$ cat config.mk
export PLATFORM = sky130hd
export DESIGN_NAME = bloom_hash_gen
export DESIGN_NICKNAME = d
export VERILOG_FILES = /design/src/rtl/crc_pkg.sv /design/src/rtl/bloom_hash_lane.sv /design/src/rtl/bloom_hash_gen.sv
export SDC_FILE = /design/constraint.sdc
export NUM_CORES = 1
export LEC_CHECK = 0
export CORE_MARGIN = 2
export CORE_UTILIZATION = 65
export CTS_BUF_LIST = sky130_fd_sc_hd__clkbuf_8
export CTS_CLUSTER_SIZE = 30
export DETAILED_ROUTE_END_ITERATION = 8
export DONT_BUFFER_PORTS = 1
export HOLD_SLACK_MARGIN = 0.12
export PLACE_DENSITY = 0.81
export SETUP_SLACK_MARGIN = 0.05
export SYNTH_ARGS = -nofsm -noshare
export SYNTH_HDL_FRONTEND = slang
export SYNTH_SLANG_ARGS = --single-unit
$ cat constraint.sdc
create_clock -name clk_i -period 2.7 [get_ports clk_i]
set_clock_uncertainty 0.1 [all_clocks]
set_input_delay 0.405 -clock clk_i [delete_from_list [all_inputs] [get_ports clk_i]]
set_output_delay 0.405 -clock clk_i [all_outputs]
set_load 0.05 [all_outputs]
$ cat src/rtl/crc_pkg.sv
// -----------------------------------------------------------------------------
// crc_pkg
// Shared definitions for the bloom-filter hashing front end:
//   - crc_8d95()          : one-byte update of a CRC-16, polynomial 0x8D95,
//                           MSB first, no reflection, no final XOR
//   - CRC_INITS[]         : per-lane seed values (one per possible hash lane)
//   - MAX_HASH_W          : widest legal truncated hash index
//   - BLOOM_MAX_HASH_CNT  : largest legal number of hash lanes
//   - bloom_hash_state_t  : string-framing state of bloom_hash_gen
// -----------------------------------------------------------------------------
package crc_pkg;

    localparam int MAX_HASH_W         = 16;
    localparam int BLOOM_MAX_HASH_CNT = 20;

    localparam logic [15:0] CRC_POLY = 16'h8D95;

    // Lane seeds. The first four have a zero high byte, so a single 0x00 byte
    // moves the seed's low byte straight into the high byte of the CRC; this
    // keeps hand-computed hashes for short strings easy to derive.
    localparam logic [15:0] CRC_INITS [BLOOM_MAX_HASH_CNT] = '{
        16'h0001, 16'h0002, 16'h0003, 16'h0004,
        16'hFFFF, 16'h1D0F, 16'hA5A5, 16'h5A5A,
        16'h1234, 16'h4321, 16'hBEEF, 16'hCAFE,
        16'h0F0F, 16'hF0F0, 16'h3C3C, 16'hC3C3,
        16'h7E7E, 16'h8181, 16'h55AA, 16'hAA55
    };

    typedef enum logic [0:0] {
        IDLE  = 1'b0,   // no string open
        ACCUM = 1'b1    // string open, lanes hold a partial CRC
    } bloom_hash_state_t;

    // Byte-wide CRC update: fold the byte into the high end, then run eight
    // shift/reduce steps.
    function automatic logic [15:0] crc_8d95(input logic [7:0]  data,
                                             input logic [15:0] crc);
        logic [15:0] c;
        c = crc ^ {data, 8'h00};
        for (int i = 0; i < 8; i++) begin
            c = c[15] ? ((c << 1) ^ CRC_POLY) : (c << 1);
        end
        return c;
    endfunction

endpackage

$ cat src/rtl/bloom_hash_lane.sv
// -----------------------------------------------------------------------------
// bloom_hash_lane
// One CRC-16 (0x8D95) lane: a 16-bit CRC register with a seed mux in front of
// the byte update. Exposes the truncated CRC *after* the current byte so the
// top can capture the final hash in the same cycle as the eop byte.
//
// Parameters
//   SEED    : CRC value a string starts from
//   HASH_W  : width of the truncated hash output
// Ports
//   i_clk        : clock, rising edge
//   i_rst_n      : asynchronous active-low reset (CRC register -> 0)
//   i_byte_en    : a byte is accepted this cycle
//   i_restart    : this byte starts a string (update from SEED, not the register)
//   i_data       : the byte
//   o_hash_next  : low HASH_W bits of the CRC including i_data
// -----------------------------------------------------------------------------
module bloom_hash_lane
    import crc_pkg::*;
#(
    parameter logic [15:0] SEED   = 16'h0000,
    parameter int          HASH_W = 10
) (
    input  logic              i_clk,
    input  logic              i_rst_n,
    input  logic              i_byte_en,
    input  logic              i_restart,
    input  logic [7:0]        i_data,
    output logic [HASH_W-1:0] o_hash_next
);

    logic [15:0] r_crc;
    logic [15:0] w_crc_base;
    logic [15:0] w_crc_next;

    assign w_crc_base  = i_restart ? SEED : r_crc;
    assign w_crc_next  = crc_8d95(i_data, w_crc_base);
    assign o_hash_next = w_crc_next[HASH_W-1:0];

    // NOTE: sequential state is written with <= only, so every register in the
    // design samples values from before the edge regardless of block order.
    always_ff @(posedge i_clk or negedge i_rst_n) begin
        if (!i_rst_n) begin
            r_crc <= '0;
        end else if (i_byte_en) begin
            r_crc <= w_crc_next;
        end
    end

    // Upper CRC bits are deliberately dropped by the truncation.
    if (HASH_W < 16) begin : g_trunc
        logic w_unused_bits;
        assign w_unused_bits = ^w_crc_next[15:HASH_W];
    end

endmodule

$ cat src/rtl/bloom_hash_gen.sv
// -----------------------------------------------------------------------------
// bloom_hash_gen
// Byte-stream hashing front end of the bloom filter. Accepts one string at a
// time as a packetised byte stream, runs HASH_CNT CRC-16 (0x8D95) lanes in
// parallel (lane k seeded from CRC_INITS[k]) and at end of string presents the
// HASH_CNT truncated indices in a registered output stage.
//
// Optional feature macro: BLOOM_HASH_LEN_EN
//   defined   -> a saturating LEN_W byte counter is latched with the hash and
//                presented on src_len_o
//   undefined -> no counter, no src_len_o port
//
// Parameters
//   HASH_CNT : number of hash lanes, 1..BLOOM_MAX_HASH_CNT
//   HASH_W   : index width per lane, 1..MAX_HASH_W
//   LEN_W    : length counter width (used with BLOOM_HASH_LEN_EN only)
// Ports
//   clk_i, rst_n_i            : clock (rising edge), async active-low reset
//   snk_data_i/valid/sop/eop  : input byte stream
//   snk_ready_o               : byte accepted when valid & ready
//   src_hash_o                : lane k at [k*HASH_W +: HASH_W]
//   src_valid_o, src_ready_i  : output handshake
//   sop_err_o                 : one-cycle pulse after a sop arrives mid-string
//   src_len_o                 : string byte count (BLOOM_HASH_LEN_EN only)
// -----------------------------------------------------------------------------
module bloom_hash_gen
    import crc_pkg::*;
#(
    parameter int HASH_CNT = 4,
    parameter int HASH_W   = 10,
    parameter int LEN_W    = 8
) (
    input  logic                       clk_i,
    input  logic                       rst_n_i,
    input  logic [7:0]                 snk_data_i,
    input  logic                       snk_valid_i,
    input  logic                       snk_startofpacket_i,
    input  logic                       snk_endofpacket_i,
    output logic                       snk_ready_o,
    output logic [HASH_CNT*HASH_W-1:0] src_hash_o,
    output logic                       src_valid_o,
    input  logic                       src_ready_i,
    output logic                       sop_err_o
`ifdef BLOOM_HASH_LEN_EN
    ,
    output logic [LEN_W-1:0]           src_len_o
`endif
);

    // ---------------------------------------------------------------- checks
    if (HASH_CNT < 1 || HASH_CNT > BLOOM_MAX_HASH_CNT) begin : g_bad_hash_cnt
        $error("bloom_hash_gen: HASH_CNT=%0d outside 1..%0d", HASH_CNT, BLOOM_MAX_HASH_CNT);
    end
    if (HASH_W < 1 || HASH_W > MAX_HASH_W) begin : g_bad_hash_w
        $error("bloom_hash_gen: HASH_W=%0d outside 1..%0d", HASH_W, MAX_HASH_W);
    end
    if (LEN_W < 1) begin : g_bad_len_w
        $error("bloom_hash_gen: LEN_W=%0d must be at least 1", LEN_W);
    end

    // ---------------------------------------------------------------- control
    bloom_hash_state_t           r_state;
    logic                        r_out_valid;
    logic [HASH_CNT*HASH_W-1:0]  r_out_hash;
    logic                        r_sop_err;

    logic                        w_accept;
    logic                        w_restart;
    logic                        w_load;
    logic                        w_sop_mid;
    logic [HASH_CNT*HASH_W-1:0]  w_hash_next;

    // Combinational ready lets a new eop be taken in the very cycle the
    // previous hash is handed off, so strings stream without bubbles.
    assign snk_ready_o = !r_out_valid || src_ready_i;
    assign w_accept    = snk_valid_i && snk_ready_o;
    // A string starts on any byte taken in IDLE, and restarts on any sop.
    assign w_restart   = (r_state == IDLE) || snk_startofpacket_i;
    assign w_load      = w_accept && snk_endofpacket_i;
    assign w_sop_mid   = w_accept && snk_startofpacket_i && (r_state == ACCUM);

    always_ff @(posedge clk_i or negedge rst_n_i) begin
        if (!rst_n_i) begin
            r_state <= IDLE;
        end else if (w_accept) begin
            r_state <= snk_endofpacket_i ? IDLE : ACCUM;
        end
    end

    always_ff @(posedge clk_i or negedge rst_n_i) begin
        if (!rst_n_i) begin
            r_sop_err <= 1'b0;
        end else begin
            r_sop_err <= w_sop_mid;
        end
    end

    // ---------------------------------------------------------------- lanes
    for (genvar k = 0; k < HASH_CNT; k++) begin : g_lane
        bloom_hash_lane #(
            .SEED   (CRC_INITS[k]),
            .HASH_W (HASH_W)
        ) u_lane (
            .i_clk       (clk_i),
            .i_rst_n     (rst_n_i),
            .i_byte_en   (w_accept),
            .i_restart   (w_restart),
            .i_data      (snk_data_i),
            .o_hash_next (w_hash_next[k*HASH_W +: HASH_W])
        );
    end

    // ---------------------------------------------------------------- output
    // A reload in the hand-off cycle wins over the clear, keeping valid high.
    always_ff @(posedge clk_i or negedge rst_n_i) begin
        if (!rst_n_i) begin
            r_out_valid <= 1'b0;
            r_out_hash  <= '0;
        end else if (w_load) begin
            r_out_valid <= 1'b1;
            r_out_hash  <= w_hash_next;
        end else if (src_ready_i) begin
            r_out_valid <= 1'b0;
        end
    end

    assign src_valid_o = r_out_valid;
    assign src_hash_o  = r_out_hash;
    assign sop_err_o   = r_sop_err;

`ifdef BLOOM_HASH_LEN_EN
    // ---------------------------------------------------------------- length
    logic [LEN_W-1:0] r_len;
    logic [LEN_W-1:0] r_out_len;
    logic [LEN_W-1:0] w_len_next;

    // NOTE: every variable assigned in always_comb gets a default first, so no
    // path through the block can leave it holding state (no latch).
    always_comb begin
        w_len_next = r_len;
        if (w_restart) begin
            w_len_next = LEN_W'(1);
        end else if (r_len != '1) begin
            w_len_next = r_len + LEN_W'(1);
        end
    end

    always_ff @(posedge clk_i or negedge rst_n_i) begin
        if (!rst_n_i) begin
            r_len     <= '0;
            r_out_len <= '0;
        end else begin
            if (w_accept) begin
                r_len <= w_len_next;
            end
            if (w_load) begin
                r_out_len <= w_len_next;
            end
        end
    end

    assign src_len_o = r_out_len;
`else
    logic [LEN_W-1:0] w_len_unused;
    assign w_len_unused = '0;
`endif

endmodule
* After elaboration in Yosys (flattened, before gate mapping) *
Cells that the tools add are included.

operators by class
  multiplexer cells = 39
  bitwise logic cells = 37
  reductions and logical operators = 8

operator list
  operator             count
  $mux W16             36
  $not A8 Y8           32
  $xor A16 B16 Y16     4
  $logic_and A1 B1 Y1  4
  $mux W1              3
  $logic_or A1 B1 Y1   2
  $reduce_bool A2 Y1   1
  $logic_not A1 Y1     1
  $not A1 Y1           1

storage, ports and cells
  flip-flop bits (word level) = 107
  bits of input ports = 14
  output and inout port bits = 43
  word-level logic and storage cells = 92

* Depth between registers and ports, before layout *
Gate-level depths: netlist of run 1.

  depth after elaboration = 20
  depth in mapped cells = 9
  mapped depth without buffers = 7

* By module *
A second synthesis of run 1 with hierarchy kept.

second synthesis, totals
  cells, all modules = 659
  area, all modules = 7357.1 µm²

by module, submodules not included
  module                                   instances  cells each  area each (µm²)  sequential area each (µm²)
  bloom_hash_lane at g_lane[1].u_lane ...  2          141         1388.8           400.4
  bloom_hash_gen                           1          96          1671.6           1076.0
  bloom_hash_lane at g_lane[3].u_lane      1          141         1455.1           400.4
  bloom_hash_lane at g_lane[0].u_lane      1          140         1452.6           400.4

* Worst setup path after synthesis of run 1 *
Ideal clock, no wire load.

  path type = reg-to-reg
  start = register r_out_valid (netlist: src_valid_o)
  end = register r_out_hash[30] (netlist: src_hash_o[30])
  arrival = 2.320 ns
  required time = 2.464 ns
  slack = 0.144 ns
  stages on the path, launching flop included = 8
  path through = dfrtp_1 > nand2b_1 > and2_1 > clkbuf_1 > nand2_1 > clkbuf_1 > clkbuf_1 > o21ai_0

on the way
  cells in the longest elaborated chain, start to end = 4

RTL lines
  element                   RTL line               source
  start: declaration        bloom_hash_gen.sv:63   logic r_out_valid;
  start signal: assignment  bloom_hash_gen.sv:117  r_out_valid <= 1'b0;
  start signal: assignment  bloom_hash_gen.sv:120  r_out_valid <= 1'b1;
  start signal: assignment  bloom_hash_gen.sv:123  r_out_valid <= 1'b0;
  $logic_not A1 Y1          bloom_hash_gen.sv:75   assign snk_ready_o = !r_out_valid || src_ready_i;
  $logic_or A1 B1 Y1        bloom_hash_gen.sv:75
  net snk_ready_o           bloom_hash_gen.sv:39   output logic snk_ready_o,
  $logic_and A1 B1 Y1       bloom_hash_gen.sv:76   assign w_accept = snk_valid_i && snk_ready_o;
  $logic_and A1 B1 Y1       bloom_hash_gen.sv:79   assign w_load = w_accept && snk_endofpacket_i;
  end signal: assignment    bloom_hash_gen.sv:121  r_out_hash <= w_hash_next;
  end: declaration          bloom_hash_gen.sv:64   logic [HASH_CNT*HASH_W-1:0] r_out_hash;

The timed path passes the listed nets, and every way through them passes these cells.
A chain may end at the register's enable or synchronous reset.

* Worst setup path after layout of run 1 *
  start = register r_state
  end = register g_lane[1].u_lane.r_crc[10]

on the way
  cells in the longest elaborated chain, start to end = 16
  elaborated cells between the ends (all ways) = 20

RTL lines
  element                                                         RTL line               source
  start: declaration                                              bloom_hash_gen.sv:62   bloom_hash_state_t r_state;
  start signal: assignment                                        bloom_hash_gen.sv:86   r_state <= snk_endofpacket_i ? IDLE : ACCUM;
  $not A1 Y1 (*)                                                  bloom_hash_gen.sv:78   assign w_restart = (r_state == IDLE) || snk_startofpacket_i;
  $logic_or A1 B1 Y1 (*)                                          bloom_hash_gen.sv:78
  $mux W16 (*)                                                    bloom_hash_lane.sv:36  assign w_crc_base = i_restart ? SEED : r_crc;
  $xor A16 B16 Y16 (*)                                            crc_pkg.sv:39          c = crc ^ {data, 8'h00};
  $mux W16 (*)                                                    crc_pkg.sv:41          c = c[15] ? ((c << 1) ^ CRC_POLY) : (c << 1);
  $not A8 Y8 (no source line) / $mux W16 (equally long branches)  n/a
  $mux W16 (*) (3 in a row)                                       crc_pkg.sv:41
  $not A8 Y8 (no source line)                                     n/a
  $mux W16 (*)                                                    crc_pkg.sv:41
  $not A8 Y8 (no source line)                                     n/a
  $mux W16 (*) (2 in a row)                                       crc_pkg.sv:41
  $not A8 Y8 (no source line)                                     n/a
  $mux W16 (*)                                                    crc_pkg.sv:41
  end signal: assignment                                          bloom_hash_lane.sv:46  r_crc <= w_crc_next;
  end: declaration                                                bloom_hash_lane.sv:32  logic [15:0] r_crc;

Every way passes the cells marked *; elsewhere a longest branch is shown, timed or not.

==> flow_summary.yaml, run 1 <==
status:
  status: "finished, violations left"
  violations: "hold timing"
timing:
  hold_violations: 107
  clock.fmax_ghz: 0.400
  finalCritPeriodShare_pct: 92.6
  rsz0062_at_grt: "false"
  finalSetupViolations: 0
  period_minus_slack_ns: 2.50
  timing.hold.ws_ns: -0.401
  worst_pin_slew_ns: 0.606
  final.setup.tns_ns: 0
  slew_headroom_pct: 59.3
  slew_violations: 0
grt:
  grt_antenna_before_repair: 0
  grt_overflow_total: 0
  gr-usage-all-layers_pct: 28.3
  grt_first_pass_wirelength_um: 24500
  grt_max_degree: 108
  grt_pass1_vias: 4811
detailed_routing:
  drc: 0
  wl_per_cell_um: 17.8
  routed-via-count: 4675
  viasPerCell: 5.68
  drtIter0Drc: 223
  finalWirelength_um: 14600
  ant_nets: 0
  drtPass1Iterations: 4
synthesis:
  synthArstFlopShare_pct: 100
  synth_fp_nets: 703
  syn_area_um2: 6600
  yosysUniqueCellTypes: 41
  yosys_warnings: 0
  netlist_instances: 689
  synth_ff_type: "dfrtp_1"
  synth-edff-count: 0
  syn_area_per_cell_um2: 9.58
  ys_seq_elements: 107
  synth-seq-area-share_pct: 40.6
floorplanning:
  start_util_pct: 67.2
  core_um2: 9820
  fp.dieW_um: 105
  ios: 57
  dieArea_um2: 11000
  die_h_um: 105
  rows: 36
cells_and_area:
  num_antenna_cells: 0
  stdcell_area_um2: 7140
  synthToLayoutAreaGrowth_pct: 8.17
  fin_nets: 701
  final_core_util_pct: 72.7
  fin_cells: 823
  layout-drive-gt1-share_pct: 13.8
place:
  place_area_um2: 6820
  dp_hpwl_um: 10100
  port-buffer-count: 0
  dp.cells: 803
  gp_congestion: 0.903
critical_path:
  r2r_end: "g_lane[1].u_lane.r_crc[10]"
  r2r_cells: 8
  cp.required_ns: 2.86
  worstSetupPathType: "reg -> reg"
  start_kind: "flop"
  worstPathMaxFanout: 13
  cp-startpoint: "r_state"
  r2r_slack_ns: 0.20
  cp-endpoint: "g_lane[1].u_lane.r_crc[10]"
  cp.arrival_ns: 2.66
  end_kind: "flop"
  r2r-start: "r_state"
cts:
  clock-root-buffer: "clkbuf_8"
  clk_latency_ns: 0.38
  cts-hold-fix-buffers: 2
  clk_pin_slew_worst_paths_ns: 0.10
  cts_buffer_depth: 2
  cts_sinks: 107
  htreeDepth: 3
  cts_inserted_buffers: 9
  cts_tree: "built"
run:
  cap_viol_max_count: 0
power:
  leakage_nw: 3.00
  cellPowerDensity_nw_per_um2: 1380
  vdd_drop_max_mv: 0.793
hold_path:
  hold_path_class: "in -> async"
[Yosys cell counts, types with 3 or more instances]
master / instances / share of area [%]
a21oi_1: 20 / 1.5
clkbuf_1: 29 / 1.6
nor2_1: 38 / 2.2
o21ai_0: 71 / 5.4
nand2_1: 120 / 6.8
xnor2_4: 3 / 1.3
a221oi_1: 8 / 1.1
buf_1: 3 / 0.17
o21ai_1: 4 / 0.30
xor2_1: 49 / 6.5
buf_6: 3 / 0.51
nor3_1: 18 / 1.4
mux2i_1: 3 / 0.45
buf_4: 4 / 0.45
mux2_2: 22 / 3.8
buf_2: 7 / 0.53
inv_1: 10 / 0.57
xnor2_2: 14 / 3.4
a211oi_1: 3 / 0.34
xnor2_1: 125 / 17
dfrtp_1: 107 / 41
[power by group]
part	switching, W	total [W]	internal, W
clock network	0.000552	0.00125	0.000699
logic	0.00219	0.00443	0.00224
registers	0.00181	0.00417	0.00236
total	0.00455	0.00985	0.00530
[cell families (layout without fill, tap and decap cells)]
kind of cell           after synthesis  after routing  share of synthesized area, %
XOR/XNOR                           198            198                          30.2
AND/OR/NAND/NOR                    189            189                          11.7
buffers and inverters               57             58                          3.96
multiplexers                        25             25                          4.21
flip-flops                         107            107                          40.6
AO/OA/AOI/OAI                      113            113                          9.42
[per-stage QoR]
step                      setup slack, ns  power, W  hold slack (ns)
final                               0.198   0.00985           -0.401
after global placement              0.176   0.00835           0.0134
after global routing               0.0487    0.0105           -0.419
after floorplan                     0.144   0.00756          0.00941
after detailed placement            0.143   0.00853           0.0123
after CTS                           0.177   0.00981           -0.407
[final cells by class]
type / count / area (um2)
clock buffer: 9 / 124
clock inverter: 5 / 128
fill: 732 / 2680
inverter: 10 / 37.5
multi-input combinational: 525 / 3680
sequential: 107 / 2680
tap: 133 / 166
timing repair buffer: 34 / 323
[worst max-delay path: stages (launching register included)]
cell,delay (ns)
dfrtp_1,0.45
nand2b_2,0.19
buf_4,0.24
nor2_1,0.10
xnor2_2,0.32
xnor3_2,0.49
xnor2_2,0.26
xnor2_1,0.15
o21ai_1,0.08
[layout by cell type, fill, tap and decap left out, types with 10 or more instances in the layout]
| cell | synthesis | routed |
|---|---|---|
| dfrtp_1 | 107 | 107 |
| mux2_2 | 22 | 22 |
| xor2_1 | 49 | 49 |
| nor3_1 | 18 | 18 |
| a21oi_1 | 20 | 20 |
| buf_4 | 4 | 27 |
| xnor2_2 | 14 | 16 |
| nor2_1 | 38 | 38 |
| inv_1 | 10 | 10 |
| xnor2_1 | 125 | 123 |
| o21ai_0 | 71 | 71 |
| nand2_1 | 120 | 118 |
[worst min path at each step]
stage | slack, ns | end | depth (start not counted) | start
floorplan | 0.009 | g_lane[0].u_lane.r_crc[0] | 0 | rst_n_i
global placement | 0.01 | src_hash_o[37] | 0 | rst_n_i
detailed placement | 0.01 | src_hash_o[34] | 0 | rst_n_i
CTS | -0.41 | src_hash_o[34] | 0 | rst_n_i
global route | -0.42 | src_hash_o[34] | 0 | rst_n_i
finish | -0.40 | src_hash_o[34] | 0 | rst_n_i
[layer usage]
metal,global-route usage (%),up-vias,routed length [um]
met5,0,-,0
met4,8.38,0,275
met3,6.05,23,747
met2,46.6,106,7200
met1,37.8,2322,6420
li1,-,2224,-
[what timing repair did]
item,in CTS,in global routing
buffers inserted,0,4
endpoints found under the hold margin,109,107
gates resized for setup,0,2
endpoints found under the setup margin,0,7
[flip-flops by register name (all words and copies together) (netlist names)]
signal / flops
g_lane.u_lane.r_crc: 64
r_state: 1
src_valid_o: 1
src_hash_o: 40
sop_err_o: 1
No activity file was read; power rests on OpenSTA's default activity.
==> run 2: changes to the inputs <==
--- a/config.mk
+++ b/config.mk
@@ -8,7 +8,7 @@
 export CORE_MARGIN = 2
 export CORE_UTILIZATION = 65
 export CTS_BUF_LIST = sky130_fd_sc_hd__clkbuf_8
-export CTS_CLUSTER_SIZE = 30
+export CTS_CLUSTER_SIZE = 25
 export DETAILED_ROUTE_END_ITERATION = 8
 export DONT_BUFFER_PORTS = 1
 export HOLD_SLACK_MARGIN = 0.12
==> results of run 2 <==
Final layout, timing and power as in run 1 (identical DEF).
